[src/rtl/fir_frame_collector.sv]
// Ping-pong frame packer: collects FIR output samples into FRAME_LEN-sample frames
// and offers each complete frame in parallel under a valid/ready handshake.
module fir_frame_collector #(
    parameter int DATA_W    = 16,
    parameter int FRAME_LEN = 16,
    parameter int CNT_W     = 10
) (
    input  logic                        clk,
    input  logic                        rst,
    input  logic [DATA_W-1:0]           fir_d,
    input  logic                        fir_valid,
    output logic [DATA_W*FRAME_LEN-1:0] frame_data,
    output logic                        frame_valid,
    input  logic                        frame_ready,
    output logic [CNT_W-1:0]            frame_cnt,
    output logic                        overflow,
    output logic [3:0]                  dbg_bank_state
);

    localparam int IDX_W = (FRAME_LEN > 1) ? $clog2(FRAME_LEN) : 1;
    localparam logic [IDX_W-1:0] LAST_IDX = IDX_W'(FRAME_LEN - 1);

    typedef enum logic [1:0] {
        BANK_EMPTY   = 2'd0,
        BANK_FILLING = 2'd1,
        BANK_FULL    = 2'd2
    } bank_state_e;

    bank_state_e       bank_q [2];
    bank_state_e       bank_d [2];
    logic              wr_bank_q, wr_bank_d;
    logic              rd_bank_q, rd_bank_d;
    logic [IDX_W-1:0]  wr_idx_q, wr_idx_d;
    logic              valid_q, valid_d;
    logic [CNT_W-1:0]  cnt_q, cnt_d;
    logic              ovf_q, ovf_d;
    logic [DATA_W-1:0] mem_q [2][FRAME_LEN];

    logic accept;
    logic wr_full;
    logic writable;
    logic wr_en;
    logic wr_last;

    // Handshake: a frame transfers on any rising edge where frame_valid and
    // frame_ready are both high; frame_data holds steady until then.
    assign accept   = valid_q & frame_ready;
    assign wr_full  = (bank_q[wr_bank_q] == BANK_FULL);
    // A full write bank can still take a sample if it is being drained this cycle.
    assign writable = !wr_full || (accept && (rd_bank_q == wr_bank_q));
    assign wr_en    = fir_valid & writable;
    assign wr_last  = (wr_idx_q == LAST_IDX);

    always_comb begin
        bank_d[0] = bank_q[0];
        bank_d[1] = bank_q[1];
        wr_bank_d = wr_bank_q;
        rd_bank_d = rd_bank_q;
        wr_idx_d  = wr_idx_q;
        cnt_d     = cnt_q;
        ovf_d     = ovf_q;

        if (accept) begin
            bank_d[rd_bank_q] = BANK_EMPTY;
            rd_bank_d         = ~rd_bank_q;
            cnt_d             = cnt_q + CNT_W'(1);
        end

        if (wr_en) begin
            if (wr_last) begin
                bank_d[wr_bank_q] = BANK_FULL;
                wr_bank_d         = ~wr_bank_q;
                wr_idx_d          = '0;
            end else begin
                bank_d[wr_bank_q] = BANK_FILLING;
                wr_idx_d          = wr_idx_q + IDX_W'(1);
            end
        end else if (fir_valid) begin
            ovf_d = 1'b1;
        end

        valid_d = (bank_d[rd_bank_d] == BANK_FULL);
    end

    always_ff @(posedge clk or posedge rst) begin
        if (rst) begin
            bank_q[0] <= BANK_EMPTY;
            bank_q[1] <= BANK_EMPTY;
            wr_bank_q <= 1'b0;
            rd_bank_q <= 1'b0;
            wr_idx_q  <= '0;
            valid_q   <= 1'b0;
            cnt_q     <= '0;
            ovf_q     <= 1'b0;
        end else begin
            bank_q[0] <= bank_d[0];
            bank_q[1] <= bank_d[1];
            wr_bank_q <= wr_bank_d;
            rd_bank_q <= rd_bank_d;
            wr_idx_q  <= wr_idx_d;
            valid_q   <= valid_d;
            cnt_q     <= cnt_d;
            ovf_q     <= ovf_d;
        end
    end

    always_ff @(posedge clk or posedge rst) begin
        if (rst) begin
            for (int b = 0; b < 2; b++) begin
                for (int k = 0; k < FRAME_LEN; k++) begin
                    mem_q[b][k] <= '0;
                end
            end
        end else if (wr_en) begin
            mem_q[wr_bank_q][wr_idx_q] <= fir_d;
        end
    end

    always_comb begin
        frame_data = '0;
        for (int k = 0; k < FRAME_LEN; k++) begin
            frame_data[k*DATA_W +: DATA_W] = mem_q[rd_bank_q][k];
        end
    end

    assign frame_valid    = valid_q;
    assign frame_cnt      = cnt_q;
    assign overflow       = ovf_q;
    assign dbg_bank_state = {bank_q[1], bank_q[0]};

endmodule

[config.mk]
export PLATFORM = sky130hd
export DESIGN_NAME = fir_frame_collector
export DESIGN_NICKNAME = d
export VERILOG_FILES = /design/src/rtl/fir_frame_collector.sv
export SDC_FILE = /design/constraint.sdc
export NUM_CORES = 1
export LEC_CHECK = 0
export ABC_AREA = 1
export CORE_ASPECT_RATIO = 1.1
export CORE_MARGIN = 2
export CORE_UTILIZATION = 56
export DETAILED_ROUTE_END_ITERATION = 10
export PLACE_DENSITY = 0.8
export SLEW_MARGIN = 0
export SYNTH_ARGS = -nofsm -noshare
export SYNTH_HDL_FRONTEND = slang
export SYNTH_SLANG_ARGS = --single-unit
[constraint.sdc]
create_clock -name clk -period 24 [get_ports clk]
set_input_delay 6 -clock clk [delete_from_list [all_inputs] [get_ports clk]]
set_output_delay 6 -clock clk [all_outputs]
set_load 0.05 [all_outputs]
=== After elaboration in Yosys (flattened, before gate mapping) ===
Index checks and enable logic that the tools add are counted.

* Logic and storage cells: 101
* Flip-flop bits (word level): 534
* Output and inout bits: 272

* Add/subtract/negate cells: 2
* Eq/ne operators: 4
* Order comparisons: 7
* Muxes and demuxes: 23
* Reduce and logical (&&, ||, !) cells: 8
* Bitwise operators: 17

{| class="wikitable"
|+ Operator list
! cell !! number
|-
| 256-bit two-way mux || 4
|-
| 512-bit bitwise mux || 1
|-
| 256-bit demux with 1-bit select || 1
|-
| 16-bit demux with 4-bit select || 1
|-
| 16-bit two-way mux || 1
|-
| 2-bit two-way mux || 8
|-
| 4-bit two-way mux || 4
|-
| 10-bit by 1-bit adder with 10-bit output, second input constant || 1
|-
| 2-bit >= comparator, second input constant || 3
|-
| 1-bit inverter with 2-bit output || 3
|-
| 5-bit >= comparator, second input constant || 1
|-
| 5-bit by 1-bit < comparator with 1-bit output, second input constant || 1
|-
| 4-bit inverter with 5-bit output || 1
|-
| 4-bit by 1-bit adder with 4-bit output, second input constant || 1
|-
| 2-bit AND || 2
|-
| 4-bit AND || 1
|-
| 2-bit demux with 1-bit select || 2
|-
| 2-bit == test, second input constant || 2
|-
| 4-bit == test, second input constant || 1
|-
| 1-bit logical AND || 4
|-
| 2-bit by 1-bit < comparator with 1-bit output, second input constant || 2
|-
| 2-bit inverter || 2
|-
| 4-bit inverter || 1
|-
| 2-bit bitwise OR || 2
|-
| other kinds (7) || 11
|}

=== Longest topological paths before layout ===
Gate-level depths: netlist (run 1).

* Depth in word-level cells: 15
* Mapped depth: 12
* Mapped depth without buffers: 9

=== Worst setup path after synthesis (run 1) ===
No wires, ideal clock.

* Path type: reg2out
* Start point: register rd_bank_q
* End point: output port frame_data[176]
* Path slack: 16.474 ns
* Stages on the path, launching flop included: 7
* Path buffers: 3
* Data arrival time: 1.526 ns
* Path through: dfrtp_1 > buf_4 > inv_2 > clkbuf_1 > clkbuf_1 > nand2_1 > nand2_1

* Word-level cells in the longest chain between the ends: 4

{| class="wikitable"
|+ Ends and longest elaborated chain
! item !! RTL line !! text
|-
| from (decl) || 32 || <nowiki>logic rd_bank_q, rd_bank_d;</nowiki>
|-
| from (signal assigned) || 99 || <nowiki>rd_bank_q <= rd_bank_d;</nowiki>
|-
| 1-bit inverter with 2-bit output (not written as such) || 122 || <nowiki>frame_data[k*DATA_W +: DATA_W] = mem_q[rd_bank_q][k];</nowiki>
|-
| 256-bit two-way mux (2 in series) || n/a ||
|-
| 256-bit two-way mux (not written as such) || 122 ||
|-
| to (decl) || 12 || <nowiki>output logic [DATA_W*FRAME_LEN-1:0] frame_data,</nowiki>
|}

No other way between the ends. The select of a mux whose other input is x is not followed.

=== Worst setup path after layout (run 1) ===
* Start point: register rd_bank_q
* End point: output port frame_data[223]

* Word-level cells in the longest chain between the ends: 4

{| class="wikitable"
|+ Ends and longest elaborated chain
! item !! RTL line
|-
| 1-bit inverter with 2-bit output (not written as such) || 122
|-
| 256-bit two-way mux (3 in series) || n/a
|}

No other way between the ends. The select of a mux whose other input is x is not followed.

==> results of run 1 <==
## through the flow
stage | area, um^2 | cells | hold slack, ns | utilization
floorplan | 23300 | 2742 | 0.453 | -
global placement | 25800 | 3410 | 0.459 | 0.628
detailed placement | 25800 | 3410 | 0.468 | 0.628
CTS | 27500 | 3500 | 0.475 | 0.669
global route | 27500 | 3500 | 0.502 | 0.669
finish | 27500 | 3500 | 0.473 | 0.669
## metal layers
layer	part of all wire	vias to the layer above
li1	-	8982
met1	0.42	9244
met2	0.46	870
met3	0.081	150
met4	0.041	0
met5	0	-
## flip-flops by register name (all words and copies together), names as in the netlist
register	count
wr_idx_q	4
dbg_bank_state	4
overflow	1
frame_valid	1
wr_bank_q	1
frame_cnt	10
rd_bank_q	1
mem_q	512
## how the worst max path moves through the flow
stage | end | slack (ns) | from
global placement | frame_data[19] | 14.80 | rd_bank_q$_DFF_PP0_
finish | frame_data[223] | 13.95 | rd_bank_q$_DFF_PP0_
global route | frame_data[223] | 13.82 | rd_bank_q$_DFF_PP0_
detailed placement | frame_data[204] | 14.72 | rd_bank_q$_DFF_PP0_
CTS | frame_data[223] | 14.05 | rd_bank_q$_DFF_PP0_
floorplan | dbg_bank_state[0]$_DFF_PP0_ | 3.08 | rst
## final cells by class
class | instances | area (um^2) | share of cell area
repair buffers | 318 | 3130 | 0.114
multi-input cells | 1958 | 8420 | 0.306
flip-flops and latches | 534 | 13400 | 0.486
well taps | 560 | 701 | 0.0255
clock inverters | 16 | 201 | 0.00733
clock buffers | 74 | 1510 | 0.0551
inverters | 40 | 170 | 0.00619
## cell usage after synthesis
library cell,count,area [um^2]
dfrtp_1,534,13400
nand3_2,2,20.0
xnor2_1,2,17.5
nor2_1,35,131
o21ai_2,24,210
nor2_2,1,6.26
buf_2,30,150
o21ai_0,99,495
a31o_2,1,8.76
buf_4,1,7.51
buf_6,61,687
inv_1,37,139
buf_12,2,40.0
nand4_1,2,12.5
nand2_1,1333,5000
ha_1,5,62.6
o21ai_1,392,1960
inv_2,2,7.51
xor2_1,8,70.1
nand3_1,22,110
clkbuf_1,110,413
inv_6,1,8.76
buf_1,6,22.5
nor3_1,2,10.0
o31ai_1,1,7.51
and2_1,1,6.26
nand2_4,22,248
nand2_2,6,37.5
## critical path: cells and delay by family, from the launching register on
family,cells,cell delay [ns]
buffers and inverters,3,2.40
DFF,1,0.53
and+or+nand+nor,2,0.29
## logic make-up after synthesis
family | Yosys count | share of synthesized area
AND/OR/NAND/NOR | 1426 | 0.240
adder cells (fa/ha/maj) | 5 | 0.00269
AO/OA/AOI/OAI | 517 | 0.115
XOR/XNOR | 10 | 0.00377
buffers and inverters | 250 | 0.0634
flip-flops | 534 | 0.575
## where the power goes
group / internal (mW) / switching (mW) / total, mW / leakage (nW)
registers: 1.26 / 0.221 / 1.48 / 7.02
logic: 0.622 / 1.35 / 1.98 / 5.73
clock network: 0.480 / 0.341 / 0.821 / 0.848
==> out/metrics.cfg, run 1 <==
[status]
outcome = finished clean

[sta]
final-hold-violation-count = 0
drv_slew = 0
fin_crit_ns = 10.05
finalWorstSetupSlack_ns = 13.95
tightestPinTransition_ns = 1.09
setup_viol = 0
finalCritPeriodShare = 0.419
fmax_mhz = 99.5
rsz0062_at_grt = false
slew_headroom = 0.271
tns_ns = 0
skew_ns = 0.0249

[floorplanning]
die_area_mm2 = 0.0432
fp.dieW_um = 198
die_h_um = 218
start_util = 0.566
coreArea_mm2 = 0.0411
pin_count = 292
rows = 78

[power]
p_per_area_mw_per_mm2 = 156
p_total_mw = 4.28
vdd_drop_max_mv = 0.108
p_leak_nw = 13.6

[setup_path]
required_ns = 18.00
crit-reg2reg-launch = rd_bank_q$_DFF_PP0_
start_kind = flop
cp-end-kind = output port
crit_fanout = 157
crit_chain = inv_8, buf_4, nand2_1, nand2_1, clkdlybuf4s50_1
crit_type = flop to output port
worst_path_most_repeated_cell = nand2_1
worstReg2RegEnd = mem_q[508]$_DFFE_PP0P_
cp_slowest_cell = buf_4
critical_path_arrival_ns = 4.05
reg2regPathDepth = 8
r2r_setup_slack_ns = 20.62
critPathMaxStageDelay_ns = 0.89

[min_path]
whs_endpoint = overflow$_DFFE_PP0P_
hold_path_class = flop to flop
hold_path_depth = 1
min-delay-start = overflow$_DFFE_PP0P_

[yosys]
synth_area_per_cell_um2 = 8.48
synth-seq-area-share = 0.575
ys_seq_elements = 534
syn-num-nets = 2767
ys_types = 28
yosysWarnings = 0
netlist_area_mm2 = 0.0233
synth_cells = 2742

[layout]
antennaDiodeCount = 0
drive_above_1_share = 0.0575
n_fill_cell = 3232
finalNetCount = 2928
final_cell_mix = 1333 x nand2_1, 533 x dfrtp_1, 392 x o21ai_1
layout_commonest_cell = nand2_1
syn_to_final_growth_pct = 18.2

[placement]
gp_congestion = 0.886
numPortBuffers = 291
dpl_worst_slack_ns = 14.72
dpl.hpwl_mm = 38.0

[cts]
cts-buffers-inserted = 51
hold_buffers = 0
path_clk_slew_ns = 0.06
clock_path_buffers = 3
cts_root_buf = clkbuf_16
cts.sinks = 534
cts_setup_buffers = 0
ctsResizeCount = 0
worstSkewPairLatency_ns = 0.59
htree_levels = 2
cts_tree = yes

[grt]
antenna_found_initial = 0
grt_overflow = 0
grt_max_degree = 190
grt_pass1_wl_mm = 101
grt_pass1_vias = 18193
met3_usage = 0.0365
track_usage = 0.302
top_usage_layer = met2
use_met1 = 0.439
use_met2 = 0.464

[detailed_routing]
drtIter0Drc = 1983
post-route-drc-count = 0
routedWlPerCell_um = 18.4
via_per_inst = 5.50
firstDrtPassIters = 5
ant_nets = 0
via_count = 19246
wirelength_mm = 64.3

[flow_run]
max-cap-violations = 0

(Power assumes the default switching activity.)
==> inputs of run 2 (changes only) <==
Settings changed: CORE_UTILIZATION 56 to 50, PLACE_DENSITY 0.8 to 0.76.
Clock period 24 ns to 8.85 ns, I/O delays scaled along.
==> run 2 against run 1 <==
  * Count of clock-buffer cells in the layout is 3 higher
  * Largest power group unchanged
  * Register-to-register slack worse by 17 ns
  * Clock skew is 0.00090 ns lower
  * Utilization is 6.7 points lower
  * Sequential share of layout area is 0.13 points lower
  * Final area is 0.28% higher
==> out/metrics.cfg, run 2 (synthesis results as in run 1) <==
[status]
outcome = finished clean

[power]
p_per_area_mw_per_mm2 = 423
vdd_drop_max_mv = 0.294
p_leak_nw = 13.6
p_total_mw = 11.7

[floorplanning]
rows = 82
start_util = 0.508
die_h_um = 230
die_area_mm2 = 0.0483
pin_count = 292
coreArea_mm2 = 0.0458
fp.dieW_um = 210

[layout]
finalNetCount = 2929
layout_commonest_cell = nand2_1
drive_above_1_share = 0.0587
largest_reg_flops = 512
syn_to_final_growth_pct = 18.6
utilization = 0.603
final_cell_mix = 1333 x nand2_1, 533 x dfrtp_1, 392 x o21ai_1
antennaDiodeCount = 0
top_register = mem_q
instances_no_fill = 3533
n_fill_cell = 3869

[detailed_routing]
firstDrtPassIters = 5
via_count = 19155
ant_nets = 0
routedWlPerCell_um = 18.8
wirelength_mm = 66.5
via_per_inst = 5.42
drtIter0Drc = 1906
post-route-drc-count = 0

[sta]
whs_ns = 0.468
setup_viol = 0
rsz0062_at_grt = false
fin_crit_ns = 6.34
fmax_mhz = 158
tightestPinTransition_ns = 1.20
drv_slew = 0
slew_headroom = 0.202
final-hold-violation-count = 0
skew_ns = 0.0240
finalWorstSetupSlack_ns = 2.51
finalCritPeriodShare = 0.717

[cts]
cts_tree = yes
path_clk_slew_ns = 0.06
cts-buffers-inserted = 54
ctsResizeCount = 0
hold_buffers = 0
clock_path_buffers = 3
worstSkewPairLatency_ns = 0.60
cts.sinks = 534
htree_levels = 2
cts_root_buf = clkbuf_16
cts_setup_buffers = 0

[setup_path]
critPathBufInv = 3
cp_slowest_cell = dfrtp_4
worst_path_most_repeated_cell = nand2_1
start_kind = flop
cp-end-kind = output port
crit_family = buffers and inverters
critical_path_arrival_ns = 4.13
critPathMaxStageDelay_ns = 0.83
crit_type = flop to output port
crit_fanout = 170
required_ns = 6.64
crit_chain = inv_8, buf_4, nand2_1, nand2_1, clkdlybuf4s50_1

[placement]
dpl.hpwl_mm = 39.6
dpl_worst_slack_ns = 3.01
dp_cells = 3436
gp_congestion = 0.864
numPortBuffers = 291

[grt]
grt_max_degree = 171
grt_pass1_wl_mm = 103
antenna_found_initial = 0
grt_pass1_vias = 17925
track_usage = 0.275
grt_overflow = 0

[flow_run]
max-cap-violations = 0

[min_path]
hold_path_class = flop to flop

-- run 2: changes by cell type in the layout (fill, tap and decap cells not counted), moves of 3 or more --
cell | previous run | this run
buf_4 | 26 | 22
clkbuf_1 | 9 | 12
clkbuf_16 | 52 | 55
clkbuf_8 | 13 | 10
clkinv_2 | 8 | 12
inv_1 | 27 | 23
-- run 2: worst register-to-register path: cells and delay by family, from the launching register on --
kind / cells / cell delay, ns
buffers and inverters: 3 / 1.62
and+or+nand+nor: 5 / 1.44
DFF: 1 / 1.11
AOI/OAI and AO/OA: 1 / 0.46
-- run 2: final cells by class --
class                      count  area [um^2]  area share
timing repair buffer         316         3140       0.114
multi-input combinational   1958         8420       0.305
sequential                   534        13400       0.485
tap                          588          736      0.0267
inverter                      40          166     0.00603
clock buffer                  77         1560      0.0565
clock inverter                20          191     0.00694
-- run 2: power breakdown --
part           internal, mW  switching [mW]  total, mW
combinational          1.69            3.64       5.33
clock                  1.31           0.959       2.27
sequential             3.43           0.632       4.06
-- run 2: path summary, 6_finish.rpt --
| path | start | end | slack (ns) | cells past startpoint |
|---|---|---|---|---|
| max | rd_bank_q$_DFF_PP0_ | frame_data[216] | 2.51 | 5 |
| min | frame_cnt[9]$_DFFE_PP0P_ | frame_cnt[9]$_DFFE_PP0P_ | 0.47 | 1 |
| max reg2reg | rd_bank_q$_DFF_PP0_ | mem_q[506]$_DFFE_PP0P_ | 4.12 | 9 |
| min reg2reg | frame_cnt[9]$_DFFE_PP0P_ | frame_cnt[9]$_DFFE_PP0P_ | 0.47 | 1 |
| max in group asynchronous | rst | mem_q[21]$_DFFE_PP0P_ | 4.96 | 4 |
| min in group asynchronous | rst | mem_q[134]$_DFFE_PP0P_ | 2.21 | 2 |
-- run 2: per-layer routing --
layer	up-vias	wire length, um	track usage
met1	9161	28900	0.397
li1	8998	-	-
met4	0	2130	0.0969
met2	859	30400	0.419
met3	137	5110	0.0486
met5	-	0	0
-- run 2: stage by stage --
stage                     TNS, ns  area [um^2]
final                           0        27600
after global placement          0        25800
after global routing            0        27600
after floorplan           -332.44        23300
after CTS                       0        27600
after detailed placement        0        25800
